File: config.mk
export PLATFORM = sky130hd
export DESIGN_NAME = lfsr_rand_arbiter
export DESIGN_NICKNAME = d
export VERILOG_FILES = /design/src/rtl/lfsr_rand_arbiter.sv
export SDC_FILE = /design/constraint.sdc
export NUM_CORES = 1
export LEC_CHECK = 0
export BUFFER_PORTS_ARGS = -buffer_cell sky130_fd_sc_hd__buf_4
export CAP_MARGIN = 20
export CORE_MARGIN = 3
export CORE_UTILIZATION = 57
export CTS_CLUSTER_SIZE = 16
export DETAILED_ROUTE_END_ITERATION = 7
export PLACE_DENSITY = 0.83
export SLEW_MARGIN = 5
export SYNTH_ARGS = -nofsm -noshare
export SYNTH_HDL_FRONTEND = slang
export SYNTH_SLANG_ARGS = --single-unit
File: constraint.sdc
create_clock -name clk -period 5.4 [get_ports clk]
set_input_delay 0.27 -clock clk [delete_from_list [all_inputs] [get_ports clk]]
set_output_delay 0.27 -clock clk [all_outputs]
set_load 0.01 [all_outputs]
File: src/rtl/lfsr_rand_arbiter.sv
// lfsr_rand_arbiter: one 8-bit XNOR LFSR shared round-robin by NUM_REQ
// requesters. Each granted requester receives a word that is STEPS fresh
// shifts past the previous one, over a valid/ack handshake. Seed loads
// take priority over requests and are accepted only from IDLE.
//
// Ports:
//   clk         rising-edge clock
//   reset       synchronous, active-high reset
//   seed_valid  seed load request (held until seed_ready)
//   seed_data   seed value; 8'hFF (lock-up) is replaced by 8'h00
//   seed_ready  one-cycle pulse: seed accepted
//   seed_err    one-cycle pulse with seed_ready when 8'hFF was replaced
//   req         per-requester level request
//   gnt         registered one-hot grant (STEP and DELIVER only)
//   rnd_valid   word available to the granted requester
//   rnd_data    current LFSR register; meaningful while rnd_valid=1
//   rnd_ack     granted requester consumes the word
//   busy        high whenever the FSM is not in IDLE
module lfsr_rand_arbiter #(
  parameter int unsigned NUM_REQ = 4,
  parameter int unsigned STEPS   = 8
) (
  input  logic               clk,
  input  logic               reset,
  input  logic               seed_valid,
  input  logic [7:0]         seed_data,
  output logic               seed_ready,
  output logic               seed_err,
  input  logic [NUM_REQ-1:0] req,
  output logic [NUM_REQ-1:0] gnt,
  output logic               rnd_valid,
  output logic [7:0]         rnd_data,
  input  logic               rnd_ack,
  output logic               busy
);

  localparam int unsigned DW = 8;
  localparam int unsigned CW = 8;
  localparam int unsigned IW = $clog2(NUM_REQ);

  typedef enum logic [2:0] {
    S_IDLE,
    S_SEED,
    S_ARB,
    S_STEP,
    S_DELIVER
  } state_t;

  state_t state, state_n;

  logic [DW-1:0]      q, q_n;
  logic [CW-1:0]      cnt, cnt_n;
  logic [IW-1:0]      idx, idx_n;
  logic [IW-1:0]      last, last_n;
  logic [NUM_REQ-1:0] gnt_n;
  logic               rnd_valid_n;
  logic               seed_ready_n;
  logic               seed_err_n;
  logic               busy_n;

  logic [DW-1:0]      shifted_c;
  logic [IW-1:0]      rr_pick_c;
  logic               rr_found_c;

  // One XNOR LFSR shift
  assign shifted_c = {q[6:0], ~(q[7] ^ q[3])};

  // The word handed out is the LFSR register itself; it only moves in STEP
  assign rnd_data = q;

  // Round-robin search starting one past the last served requester
  always_comb begin
    rr_found_c = 1'b0;
    rr_pick_c  = '0;
    for (int unsigned i = 1; i <= NUM_REQ; i++) begin
      if (!rr_found_c && req[IW'((32'(last) + i) % NUM_REQ)]) begin
        rr_found_c = 1'b1;
        rr_pick_c  = IW'((32'(last) + i) % NUM_REQ);
      end
    end
  end

  // Next-state and next-output logic
  always_comb begin
    state_n      = state;
    q_n          = q;
    cnt_n        = cnt;
    idx_n        = idx;
    last_n       = last;
    seed_err_n   = 1'b0;
    seed_ready_n = 1'b0;
    busy_n       = 1'b0;
    rnd_valid_n  = 1'b0;
    gnt_n        = '0;

    case (state)
      S_IDLE: begin
        if (seed_valid) begin
          // Seed is captured on the same edge that decides seed_err, so the
          // flag and the loaded value always come from one sample.
          state_n = S_SEED;
          if (seed_data == 8'hFF) begin
            q_n        = '0;
            seed_err_n = 1'b1;
          end else begin
            q_n = seed_data;
          end
        end else if (|req) begin
          state_n = S_ARB;
        end
      end

      S_SEED: begin
        state_n = S_IDLE;
      end

      S_ARB: begin
        if (rr_found_c) begin
          idx_n   = rr_pick_c;
          cnt_n   = CW'(STEPS);
          state_n = S_STEP;
        end else begin
          state_n = S_IDLE;
        end
      end

      S_STEP: begin
        if (!req[idx]) begin
          // Abort: requester loses its turn, shifts already done are kept
          last_n  = idx;
          state_n = S_IDLE;
        end else begin
          q_n   = shifted_c;
          cnt_n = cnt - CW'(1);
          if (cnt == CW'(1)) begin
            state_n = S_DELIVER;
          end
        end
      end

      S_DELIVER: begin
        // A sampled ack wins over a simultaneous request drop
        if (rnd_ack || !req[idx]) begin
          last_n  = idx;
          state_n = S_IDLE;
        end
      end

      default: begin
        state_n = S_IDLE;
      end
    endcase

    // Outputs are registered from the next state so they line up with it
    seed_ready_n = (state_n == S_SEED);
    busy_n       = (state_n != S_IDLE);
    rnd_valid_n  = (state_n == S_DELIVER);
    if ((state_n == S_STEP) || (state_n == S_DELIVER)) begin
      gnt_n = NUM_REQ'(1) << idx_n;
    end
  end

  // State and output registers
  always_ff @(posedge clk) begin
    if (reset) begin
      state      <= S_IDLE;
      q          <= '0;
      cnt        <= '0;
      idx        <= '0;
      last       <= IW'(NUM_REQ - 1);
      gnt        <= '0;
      rnd_valid  <= 1'b0;
      seed_ready <= 1'b0;
      seed_err   <= 1'b0;
      busy       <= 1'b0;
    end else begin
      state      <= state_n;
      q          <= q_n;
      cnt        <= cnt_n;
      idx        <= idx_n;
      last       <= last_n;
      gnt        <= gnt_n;
      rnd_valid  <= rnd_valid_n;
      seed_ready <= seed_ready_n;
      seed_err   <= seed_err_n;
      busy       <= busy_n;
    end
  end

endmodule

==> metrics.md <==
| Metric | Value |
|---|---|
| Outcome | finished, final reports clean |
| CTS clk-pin slew, worst paths | 0.09 ns |
| Worst VDD drop | 0.235 mV |
| Hold_ws | 0.302 ns |
| FF-to-FF path depth | 5 |
| Sink Count | 31 |
| Cell area after synthesis | approximately 1500 um2 |
| Final setup violation count | 0 |
| Total number of yosys warnings | 0 |
| Net Sw Power | 141 uW |
| Fmax | 0.536 GHz |
| DR vias | 1359 |
| TritonRoute pass-1 iters | 4 |
| Chip width | 57.6 um |
| Post-CTS setup buffers | 0 |
| Synthesized instance count | 169 |
| Ratio of cells with drive above 1 in the final layout | 25.5% |
| FF+latch count, synth | 31 |
| PortBufs | 31 |
| Area grow syn2layout | 18.1% |
| Syn nets | 187 |
| PostCTS Resize Cnt | 0 |
| Count of max-cap constraint violations | 0 |
| # IOs | 32 |
| CTS HTree Levels | 2 |
| Diode count | 0 |
| Placer Congestion | 0.825 |
| CP arrival | 2.13 ns |
| Die Y | between 50 and 60 um |
| Leakage power | 0.000736 uW |
| Cell variety after synth | 38 |
| Bufs on Longest Clock Path | 2 |
| Residual DRC | 0 |
| Vias in the first global route | 1276 |
| R2r setup slk | 3.53 ns |
| CP Data Required Time | roughly 5.7 ns |
| Area of the multi-input gates | approximately 840 um2 |
| Worst r2r src | state[1]$_SDFF_PP0_ |
| First-pass GRT wire length | 5.42 mm |
| Post-layout minimum cycle time | 1.87 ns |
| Tcrit/Tclk final | between 30% and 40% |
| HP Class | in -> reg |
| Skew-Pair Late Insertion Delay | 0.33 ns |
| DR iter-0 viols | 57 |
| ANT nets after route | 0 |
| Critical Path Start | state[1]$_SDFF_PP0_ |
| Core area | around 2500 um2 |
| Pwr dens | 268 nW/um2 |
| Worst-Margin Slew | 0.506 ns |
| RSZ-0062 raised after global routing | no |
| Cts hold-fix bufs | 0 |
| TNS Setup | 0 ns |
| Die Footprint | between 3000 and 4000 um2 |
| Gate power share | 20.4% |
| Final wirelength | 3.20 mm |
| Sequential Area | between 600 and 700 um2 |
| Sequential share of the synthesized area | 40.8% |
| Vias per Instance | 5.91 |
| Post-DP HPWL | 2.41 mm |
| Starting Density | 60.8% |
| Share of power burned in registers | 53.4% |
| Final Hold Fails | 0 |
| Total Nets Final | 217 |
| Switching share of power | 29.3% |
| Crit path max fanout | 15 |
| Synthesized area per cell | 9.00 um2 |
| WL per Instance | 13.9 um |
| Slew Viols, Final | 0 |
| CP Launch Type | register |
| Initial antenna violation count | 0 |
| WS Path Type | reg -> reg |
| Area fraction of the dominant cell type after synthesis | roughly 41% |
| Grt ovf | 0 |
| Yosys top cell by area | dfxtp_1 |
| Worst setup path end | cnt[4]$_SDFFE_PP0P_ |
| Clock buffer count from CTS | 5 |
| Area contributors post-synth | dfxtp_1 (41%), a211oi_2 (6.6%), nor2_1 (6.2%) |
| P_int | approximately 340 uW |
| TritonCTS clock tree | done |
| GRT Overall Usage | 20.7% |
| Reg-to-reg endpoint | cnt[4]$_SDFFE_PP0P_ |
| Worst Clk Skew | 0.00351 ns |
| Clock share of power | 26.2% |
| Num rows | 18 |
| Slew headroom | approximately 66% |
| Worst setup EP type | register |
| Pin count of the biggest net entering global routing | 27 |
| CTS root buf | clkbuf_4 |
| Filler cell count | 202 |
final cells by class:
cell class,count,area share [%]
clock buffers,7,2.51
clock inverters,1,0.279
inverters,4,0.836
multi-input cells,126,46.8
flip-flops and latches,31,34.6
well taps,30,2.09
repair buffers,31,13.0
cells in the final DEF, fill, tap and decap left out, types with 5 or more instances in the layout:
master    Yosys  routed
clkbuf_4      0       5
nor2_1       25      25
buf_4         0      31
a211oi_2      8       8
nor3_1        6       6
a22oi_1       9       9
a21oi_1       9       9
dfxtp_1      31      31
nand2b_1      5       5
nand2_1      10      10
worst min path at each step:
| stage | startpoint | end | slack [ns] | cells after the start |
|---|---|---|---|---|
| global route | reset | rnd_data[4]$_SDFFE_PP0P_ | 0.31 | 2 |
| global placement | cnt[4]$_SDFFE_PP0P_ | cnt[4]$_SDFFE_PP0P_ | 0.48 | 2 |
| detailed placement | state[2]$_SDFF_PP0_ | seed_ready$_SDFF_PP0_ | 0.48 | 1 |
| CTS | reset | cnt[1]$_SDFFE_PP0P_ | 0.29 | 2 |
| finish | reset | cnt[1]$_SDFFE_PP0P_ | 0.30 | 2 |
| floorplan | state[2]$_SDFF_PP0_ | seed_ready$_SDFF_PP0_ | 0.44 | 1 |
worst max-delay path: stages, from the launching register on:
cell and delay, ns:
dfxtp_1 0.41, and3b_1 0.51, and2_4 0.28, nand2_4 0.06
or4_1 0.39, a21oi_1 0.14
cells by family (layout without fill, tap and decap cells):
logic type | count (synthesis) | count (layout) | share of synthesized area (%)
fa+ha+maj | 2 | 2 | 1.65
simple gates | 74 | 74 | 25.8
flops | 31 | 31 | 40.8
compound gates | 39 | 39 | 20.2
mux | 5 | 5 | 4.12
xor+xnor | 6 | 6 | 3.46
buf+inv | 12 | 43 | 3.95
state kept, by name, summed over array words and instances, names as in the netlist:
| name | flops |
|---|---|
| rnd_valid | 1 |
| cnt | 8 |
| seed_err | 1 |
| idx | 2 |
| seed_ready | 1 |
| gnt | 4 |
| rnd_data | 8 |
| busy | 1 |
| state | 3 |
| last | 2 |
per-layer routing:
metal | GRT usage (%) | vias up | routed length (um)
met5 | 0 | - | 0
met1 | 23.8 | 659 | 1380
met2 | 36.0 | 30 | 1630
met4 | 7.62 | 0 | 46
met3 | 6.24 | 5 | 143
li1 | - | 665 | -
power by group through the flow:
stage / logic (uW) / clock network (uW) / registers (uW)
finish: 98.1 / 126 / 256
global route: 107 / 142 / 258
CTS: 98.2 / 129 / 256
detailed placement: 98.0 / 0 / 261
global placement: 94.5 / 0 / 261
floorplan: 61.3 / 0 / 263
synthesized netlist by cell type (all sizes together):
library cell  count
nor2b             2
mux2i             4
o31a              1
or3               1
and3b             4
dfxtp            31
nand4             4
a22oi             9
a31oi             3
xnor2             2
nor4              2
nand2            11
and2              2
buf               2
or3b              1
clkbuf            6
inv               4
a21oi             9
a21o              2
ha                2
nor3              6
o31ai             2
or4               2
a211oi            8
and3              1
o221ai            1
nand3             5
mux4              1
o21ai             4
nand2b            5
nor2             25
xor2              4
nand3b            1
nor3b             2
stage by stage:
step	area (um2)	setup WS [ns]	utilization [%]	power [uW]	instances
after global placement	1750	3.60	69.8	355	222
after floorplan	1520	3.55	-	324	169
after CTS	1800	3.55	71.8	483	230
after detailed placement	1750	3.51	69.8	359	222
final	1800	3.53	71.8	480	230
after global routing	1800	3.39	71.8	508	230
Power figures use the tool's default switching activity.
